File: src/rtl/regfile_pkg.sv
// Shared types and constants for the parametrised register file and the decode stage.
package regfile_pkg;

    typedef enum logic {
        ST_CLEAR = 1'b0,
        ST_RUN   = 1'b1
    } state_t;

    localparam int DEFAULT_WIDTH = 32;
    localparam int DEFAULT_DEPTH = 32;

    // Smallest r with 2**r >= n; a depth of 1 still gets a 1-bit address.
    function automatic int clog2(input int n);
        int r;
        r = 0;
        while ((1 << r) < n) begin
            r = r + 1;
        end
        return (r == 0) ? 1 : r;
    endfunction

endpackage

File: src/rtl/regfile_clear_seq.sv
// Reset-triggered clear sequencer: walks every entry once, writing zero, and
// holds busy until the last entry has been cleared.
module regfile_clear_seq
    import regfile_pkg::*;
#(
    parameter int DEPTH = DEFAULT_DEPTH,
    parameter int AW    = clog2(DEPTH)
) (
    input  logic          clock,
    input  logic          reset,
    output logic          busy,
    output logic          clear_we,
    output logic [AW-1:0] clear_addr
);

    state_t        state;
    logic [AW-1:0] ptr;

    // Busy drops on the same edge that clears the final entry.
    always_ff @(posedge clock) begin
        if (reset) begin
            state <= ST_CLEAR;
            ptr   <= '0;
            busy  <= 1'b1;
        end else if (state == ST_CLEAR) begin
            if (ptr == AW'(DEPTH - 1)) begin
                state <= ST_RUN;
                ptr   <= '0;
                busy  <= 1'b0;
            end else begin
                ptr <= ptr + AW'(1);
            end
        end
    end

    assign clear_we   = (state == ST_CLEAR);
    assign clear_addr = ptr;

endmodule

File: src/rtl/regfile_param.sv
// Parametrised register file with registered multi-port reads and a reset clear sweep.
// Define REGFILE_BYPASS_EN to forward same-cycle write data to matching reads.
module regfile_param
    import regfile_pkg::*;
#(
    parameter int WIDTH    = DEFAULT_WIDTH,
    parameter int DEPTH    = DEFAULT_DEPTH,
    parameter int NUM_RD   = 2,
    parameter int ZERO_REG = 1,
    localparam int AW      = clog2(DEPTH)
) (
    input  logic                    Clock,
    input  logic                    Reset,
    input  logic [NUM_RD-1:0]       ReadEn,
    input  logic [NUM_RD*AW-1:0]    ReadAddr,
    output logic [NUM_RD*WIDTH-1:0] ReadData,
    output logic [NUM_RD-1:0]       ReadValid,
    input  logic                    RegWrite,
    input  logic [AW-1:0]           WriteAddr,
    input  logic [WIDTH-1:0]        WriteData,
    output logic                    Busy
);

    logic [WIDTH-1:0] regs [DEPTH];
    logic             clear_we;
    logic [AW-1:0]    clear_addr;
    logic             user_we;

    regfile_clear_seq #(
        .DEPTH (DEPTH),
        .AW    (AW)
    ) u_clear_seq (
        .clock      (Clock),
        .reset      (Reset),
        .busy       (Busy),
        .clear_we   (clear_we),
        .clear_addr (clear_addr)
    );

    // Out-of-range and hard-wired-zero writes are dropped here, before any bypass.
    assign user_we = !Busy && !Reset && RegWrite
                     && (int'(WriteAddr) < DEPTH)
                     && !((ZERO_REG != 0) && (WriteAddr == '0));

    always_ff @(posedge Clock) begin
        if (clear_we) begin
            regs[clear_addr] <= '0;
        end else if (user_we) begin
            regs[WriteAddr] <= WriteData;
        end
    end

    for (genvar p = 0; p < NUM_RD; p++) begin : g_rd
        logic [AW-1:0]    rd_addr;
        logic [WIDTH-1:0] rd_value;
        logic [WIDTH-1:0] data_q;
        logic             valid_q;

        assign rd_addr = ReadAddr[p*AW +: AW];

        always_comb begin
            rd_value = '0;
            if ((int'(rd_addr) < DEPTH) && !((ZERO_REG != 0) && (rd_addr == '0))) begin
                rd_value = regs[rd_addr];
`ifdef REGFILE_BYPASS_EN
                if (user_we && (WriteAddr == rd_addr)) begin
                    rd_value = WriteData;
                end
`endif
            end
        end

        // Data holds its last value when the port is idle; valid is a one-cycle strobe.
        always_ff @(posedge Clock) begin
            if (Reset) begin
                data_q  <= '0;
                valid_q <= 1'b0;
            end else if (Busy) begin
                valid_q <= 1'b0;
            end else if (ReadEn[p]) begin
                data_q  <= rd_value;
                valid_q <= 1'b1;
            end else begin
                valid_q <= 1'b0;
            end
        end

        assign ReadData[p*WIDTH +: WIDTH] = data_q;
        assign ReadValid[p]               = valid_q;
    end

endmodule

File: config.mk
export PLATFORM = sky130hd
export DESIGN_NAME = regfile_param
export DESIGN_NICKNAME = d
export VERILOG_FILES = /design/src/rtl/regfile_pkg.sv /design/src/rtl/regfile_clear_seq.sv /design/src/rtl/regfile_param.sv
export SDC_FILE = /design/constraint.sdc
export NUM_CORES = 1
export LEC_CHECK = 0
export CAP_MARGIN = 10
export CORE_MARGIN = 10
export CORE_UTILIZATION = 45
export DETAILED_ROUTE_END_ITERATION = 8
export PLACE_DENSITY = 0.58
export SYNTH_ARGS = -nofsm -noshare
export SYNTH_HDL_FRONTEND = slang
export SYNTH_SLANG_ARGS = --single-unit
File: constraint.sdc
create_clock -name Clock -period 6.5 [get_ports Clock]
set_input_delay 1.3 -clock Clock [delete_from_list [all_inputs] [get_ports Clock]]
set_output_delay 1.3 -clock Clock [all_outputs]
set_load 0.005 [all_outputs]
======== Word-level counts from Yosys, hierarchy flattened ========
Memory sizes are Yosys's and may differ from the RTL's.
Cells that the tools add are included.
storage, ports and cells
  output and inout bits ................... 67
  memories kept ........................... 1
  bits of input ports ..................... 52
  bits in writable memories ............... 1024
  logic and storage cells ................. 40
  register bits ........................... 73
memory list
  name  depth  bits a word  rd ports  clocked after memory_dff  write ports  line                 source
  regs  32     32           2         0                         1            regfile_param.sv:24  logic [WIDTH-1:0] regs [DEPTH];
operators by class
  equal/unequal tests ..................... 1
  reductions and logical operators ........ 14
  bitwise logic cells ..................... 2
  mux-type cells .......................... 14
  add/sub/neg operators ................... 1
operators with widths
  operator                                      number
  2-to-1 mux 32 bit                             3
  OR reduction 32 bit                           1
  zero test 5 bit                               3
  2-to-1 mux 5 bit                              2
  2-to-1 mux 1 bit                              9
  AND reduction 2 bit                           3
  adder 5 x 1 -> 5 bit (second input constant)  1
  == test 5 bit (second input constant)         1
  logical AND 1 bit                             3
  zero test 1 bit                               3
  NOT 1 bit                                     2
  OR reduction 2 bit                            1

======== Longest topological paths before layout ========
Gate-level depths: netlist of the first run.
  word-level depth ........................ 9
  gate-level depth with buffers ........... 7
  gate-level depth less buffers ........... 6

======== Modules after synthesis ========
A second synthesis of the first run with hierarchy kept.
unflattened totals
  cells, all modules ...................... 2838
  area total of the unflattened synthesis .. 50433.4 um^2
modules (own cells, without submodules)
  module             sequential area each (um^2)  cells an instance  area each (um^2)  instances
  regfile_param      32070.8                      2805               50123.1           1
  regfile_clear_seq  140.1                        33                 310.3             1

======== Worst setup path after synthesis of the first run ========
Ideal clock, no wire load.
  path kind ............................... input -> register
  from .................................... input Reset
  to ...................................... memory regs[0][0] (netlist bit) (enable)
  required time ........................... 6030 ps
  path buffers ............................ 2
  library setup time ...................... 470 ps
  cell stages on the path ................. 6
  slack ................................... 1264 ps
  arrival ................................. 4766 ps
  path through ............................ nand4bb_1 -> clkbuf_1 -> a21o_1 -> or3_1 -> clkbuf_1 -> a211oi_1
between the ends
  cells in the longest elaborated chain, start to end .. 9
  elaborated cells between the ends (all ways) .. 10
  classes of those cells .................. 5 x mux; 5 x reduce/logical
ends and longest elaborated chain
  item                                                            line                 source
  from (decl)                                                     regfile_param.sv:13  input logic Reset,
  zero test 1 bit *                                               regfile_param.sv:41  assign user_we = !Busy && !Reset && RegWrite
  logical AND 1 bit * (2 in a row)                                regfile_param.sv:41
  logical AND 1 bit *                                             regfile_param.sv:43  && !((ZERO_REG != 0) && (WriteAddr == '0));
  2-to-1 mux 1 bit *                                              regfile_param.sv:48  end else if (user_we) begin
  2-to-1 mux 1 bit *                                              regfile_param.sv:46  if (clear_we) begin
  2-to-1 mux 1 bit (implied by the code) *                        regfile_param.sv:49  regs[WriteAddr] <= WriteData;
  OR reduction 32 bit (no line)                                   n/a
  2-to-1 mux 5 bit (no line) or 2-to-1 mux 1 bit (tied branches)  n/a
  to (decl)                                                       regfile_param.sv:24
Every way passes the cells marked *; elsewhere a longest branch is shown, timed or not.

======== Worst setup path in the final report of the first run ========
  from .................................... input Reset
  to ...................................... memory regs[16][29] (netlist bit) (enable)
Same word-level chain as after synthesis.

==> impl_metrics.toml, run 1 <==
[sta]
fmax_mhz = 221
hold_viol = 0
relSlewSlack_pct = 16.9
tightest_slew_ns = 1.24
rsz0062_at_grt = "false"
fin_crit_ns = 4.53
fin_crit_sh_pct = 69.7
slew_violations = 0
finalSetupViolations = 0
finalWorstSetupSlack_ns = 1.97
fin_tns_setup_ns = 0
clock_skew_ns = 0.0302

[cts]
clk_path_buf_depth = 3
clk_pin_slew_ns = 0.06
root_buffer = "clkbuf_16"
clk_latency_ns = 0.71
post_cts_buffers = 0
cts-buffers-inserted = 117
cts_max_level = 3
ctsResizeCount = 0
cts_tree = "yes"
cts_hold_buf = 0
cts_sinks = 1097

[drt]
vias = 30600
via_per_inst = 6.82
dr.pass1.iters = 5
drt-total-wl_um = 170000
ant_nets = 0
drc = 0
drtIter0Drc = 3862
wire_per_inst_um = 38.0

[global_routing]
grt_use_total_pct = 26.4
grt_max_degree = 95
first_global_vias = 31000
overflow = 0
grt_pass1_wl_um = 237000
antenna_found_initial = 4

[yosys]
synth_fp_nets = 2826
synth_area_mm2 = 0.0506
synth-edff-count = 1024
async_flop_share_pct = 0
ys_warn_count = 0
ys_seq_area_share_pct = 63.6
synth_area_leaders = "edfxtp_1 (61%), mux4_2 (17%), mux2i_1 (5.9%)"
synth.top_cell.area_share_pct = 60.7
yosysUniqueCellTypes = 44
yosysTopAreaCell = "edfxtp_1"
yosys_most_used_dff = "edfxtp_1"
ys_ff_latch = 1097
avgSynthCellArea_um2 = 18.3
syn_inst = 2772

[worst_setup_path]
crit_required_ns = 6.87
worstSetupEndpointType = "flop"
r2r-end = "regs[16][29]"
reg2reg_slack_ns = 2.62
cp.arrival_ns = 4.90
path_max_fanout = 13
rr_startpoint = "u_clear_seq.busy"
startpoint = "Reset"
endpoint = "regs[16][29]"
startpoint_type = "input pin"
reg2reg_depth = 5
criticalPathCategory = "in -> reg"

[floorplan]
die_h_um = 355
ios = 119
initial_utilization_pct = 45.2
rows = 123
core_area_mm2 = 0.112
die-area_mm2 = 0.126
die_w_um = 355

[layout]
layout-drive-gt1-share_pct = 26.7
multi_input_area_mm2 = 0.0177
layout_commonest_cell = "edfxtp_1"
layout_common_cells = "edfxtp_1 (1024), mux4_2 (384), mux2i_1 (297)"
areaGrowthSynthToFinish_pct = 14.6
regArea_mm2 = 0.0322
nets = 2926
fillers = 9017

[power_and_ir_drop]
max-vdd-ir-drop_mv = 0.202
power_density_mw_per_mm2 = 271
power.leakage_nw = 20.9

[placement]
globalplace.congestion = 0.851
place.detailed.hpwl_um = 97900
portBuffers = 118
dp_slack_ns = 1.34

[flow_run]
maxCapViolCount = 0

[min_path]
hp-class = "reg -> reg"

[status]
status = "finished, final reports clean"
worst min-delay path by stage:
stage / from / to / slack [ns] / cells past startpoint
floorplan: g_rd[0].data_q[30] / g_rd[0].data_q[30] / 0.49 / 2
global placement: g_rd[1].data_q[20] / g_rd[1].data_q[20] / 0.53 / 2
detailed placement: g_rd[1].data_q[23] / g_rd[1].data_q[23] / 0.53 / 2
CTS: g_rd[1].data_q[23] / g_rd[1].data_q[23] / 0.55 / 2
global route: g_rd[1].data_q[20] / g_rd[1].data_q[20] / 0.57 / 2
finish: g_rd[1].data_q[13] / g_rd[1].data_q[13] / 0.55 / 2
per-stage QoR:
step / hold WS [ns] / util (%) / std cells / instance area, um^2 / total power, mW
final: 0.545 / 51.8 / 4478 / 58000 / 15.7
after floorplan: 0.486 / - / 2772 / 50600 / 8.46
after global placement: 0.531 / 48.1 / 4250 / 53900 / 8.81
after CTS: 0.548 / 51.7 / 4474 / 58000 / 15.8
after global routing: 0.566 / 51.8 / 4477 / 58000 / 16.1
after detailed placement: 0.534 / 48.1 / 4250 / 53900 / 8.83
final cells by class:
type | instances | area share, %
repair buffers | 216 | 3.77
flip-flops and latches | 1097 | 55.5
well taps | 1500 | 3.23
inverters | 6 | 0.0388
diodes | 1 | 0.00431
clock inverters | 62 | 1.34
clock buffers | 162 | 5.66
multi-input cells | 1434 | 30.4
layer usage:
layer | GRT usage (%) | wire length [um] | vias to the layer above
li1 | - | - | 12000
met1 | 36.0 | 67600 | 16400
met2 | 41.6 | 80300 | 1781
met3 | 5.33 | 15300 | 348
met4 | 10.2 | 7030 | 0
met5 | 0 | 0 | -
state kept, by name, indices dropped and copies added, names as in the netlist:
signal	flops
g_rd.valid_q	2
g_rd.data_q	64
regs	1024
u_clear_seq.clear_addr	5
u_clear_seq.busy	1
u_clear_seq.state	1
worst max-delay path: stages:
cell and delay [ns]:
clkdlybuf4s50_1 0.58, nand4bb_1 0.52, a21o_1 0.44, or3_1 0.70, a211oi_4 0.91, buf_4 0.42
where the power goes:
part	switching [mW]	total [mW]	internal [mW]
Clock	2.79	7.01	4.23
Sequential	0.0305	7.71	7.68
Combinational	0.586	0.972	0.386
Total	3.40	15.7	12.3
cells in the mapped netlist, types with 13 or more instances:
library cell / instances
buf_4: 18
buf_2: 82
dfxtp_1: 73
nor3_1: 13
nor2b_1: 34
clkbuf_1: 116
edfxtp_1: 1024
mux4_2: 384
o311ai_1: 63
a211oi_1: 36
a21boi_0: 27
and2_1: 72
and4b_1: 64
a21oi_1: 46
nor2_1: 31
a22oi_1: 131
nand2_1: 66
a221oi_1: 54
mux2i_1: 297
mux2_2: 64
cell families (layout without fill, tap and decap cells):
| group | after synthesis | in the layout | share of synthesized area (%) |
|---|---|---|---|
| DFF | 1097 | 1097 | 63.6 |
| other | 0 | 1 | 0 |
| and+or+nand+nor | 302 | 302 | 3.78 |
| AOI/OAI and AO/OA | 385 | 385 | 5.90 |
| buffers and inverters | 241 | 446 | 2.29 |
| adders and majority gates | 2 | 2 | 0.0494 |
| muxes | 745 | 745 | 24.4 |
Power figures use the tool's default switching activity.
==> run 2, diff against run 1 <==
Clock period 6.5 ns to 4.7 ns, I/O delays scaled along.
==> impl_metrics.toml, run 2 (same netlist as run 1, synthesis figures left out) <==
[global_routing]
grt_use_total_pct = 25.8
grt_max_degree = 75
grt_pass1_wl_um = 235000
overflow = 0
first_global_vias = 31400
antenna_found_initial = 8

[worst_setup_path]
criticalPathCategory = "in -> reg"
crit_required_ns = 5.27
worstSetupEndpointType = "flop"
path_max_fanout = 32
startpoint = "Reset"
reg2reg_slack_ns = 1.61
rr_startpoint = "u_clear_seq.state"
cp.arrival_ns = 3.91
startpoint_type = "input pin"

[drt]
wire_per_inst_um = 36.6
vias = 30700
dr.pass1.iters = 6
ant_nets = 0
via_per_inst = 6.77
drt-total-wl_um = 166000
drtIter0Drc = 3942
drc = 0

[layout]
nets = 2987
layout_commonest_cell = "edfxtp_1"
areaGrowthSynthToFinish_pct = 15.4
layout-drive-gt1-share_pct = 27.8
layout_common_cells = "edfxtp_1 (1024), mux4_2 (384), mux2i_1 (297)"
fillers = 8977
top_register = "regs"
largest_reg_flops = 1024

[cts]
cts_sinks = 1097
post_cts_buffers = 0
cts_max_level = 3
ctsResizeCount = 0
clk_path_buf_depth = 3
cts_tree = "yes"
clk_pin_slew_ns = 0.06
cts-buffers-inserted = 117
root_buffer = "clkbuf_16"
cts_hold_buf = 0
clk_latency_ns = 0.72

[sta]
fin_crit_sh_pct = 71.2
tightest_slew_ns = 1.33
relSlewSlack_pct = 11.2
rsz0062_at_grt = "false"
hold_viol = 0
fin_crit_ns = 3.34
fin_tns_setup_ns = 0
clock_skew_ns = 0.0249
slew_violations = 0
finalSetupViolations = 0
fmax_mhz = 299

[min_path]
hp-class = "reg -> reg"
min_from = "g_rd[1].data_q[20]"

[floorplan]
die_w_um = 355
die_h_um = 355
ios = 119
die-area_mm2 = 0.126
core_area_mm2 = 0.112
rows = 123
initial_utilization_pct = 45.2

[power_and_ir_drop]
power.leakage_nw = 21.1
max-vdd-ir-drop_mv = 0.286
finalPower_mw = 21.3
power_density_mw_per_mm2 = 365

[flow_run]
maxCapViolCount = 0

[placement]
portBuffers = 118
place.detailed.hpwl_um = 100000
globalplace.congestion = 0.867

[status]
status = "finished, final reports clean"
run 2: worst max-delay path, stage by stage:
cell	delay [ns]
clkdlybuf4s50_1	0.52
buf_4	0.26
nor3b_4	0.62
nand2_2	0.95
o311ai_1	0.58
run 2: per-layer routing:
metal	vias up	wire, um	GRT usage (%)
met3	353	14300	4.68
li1	12100	-	-
met5	-	26	0
met1	16400	67000	35.7
met2	1768	78200	40.8
met4	4	6530	9.51
run 2: final timing paths:
check / endpoint / cells after the start
worst min register to register: g_rd[1].data_q[20] / 2
worst max register to register: regs[16][28] / 6
worst min-delay path: g_rd[1].data_q[20] / 2
worst max-delay path: g_rd[0].data_q[7] / 5
run 2: report_power, final:
group / leakage (nW) / switching [mW] / internal (mW)
sequential: 11.9 / 0.0403 / 10.6
clock: 1.83 / 3.86 / 5.44
combinational: 7.40 / 0.816 / 0.560
run 2: final cells by class:
| type | instances | area, um^2 | share of cell area (%) |
|---|---|---|---|
| Inverter | 6 | 22.5 | 0.0386 |
| Tap cell | 1500 | 1880 | 3.21 |
| Timing Repair Buffer | 277 | 2810 | 4.82 |
| Antenna cell | 2 | 5.00 | 0.00857 |
| Multi-Input combinational cell | 1434 | 17700 | 30.2 |
| Clock inverter | 56 | 584 | 1.00 |
| Clock buffer | 158 | 3240 | 5.54 |
| Sequential cell | 1097 | 32200 | 55.1 |
run 2: stage by stage:
step / setup WS, ns / instances / hold slack, ns / cell area, um^2 / utilization (%)
6_report: 1.36 / 4530 / 0.542 / 58400 / 52.1
5_1_grt: 1.29 / 4529 / 0.578 / 58400 / 52.1
4_1_cts: 1.42 / 4528 / 0.545 / 58400 / 52.1
3_5_place_dp: 0.685 / 4314 / 0.519 / 54600 / 48.7
3_3_place_gp: 0.698 / 4314 / 0.516 / 54600 / 48.7
2_1_floorplan: -0.176 / 2772 / 0.486 / 50600 / -
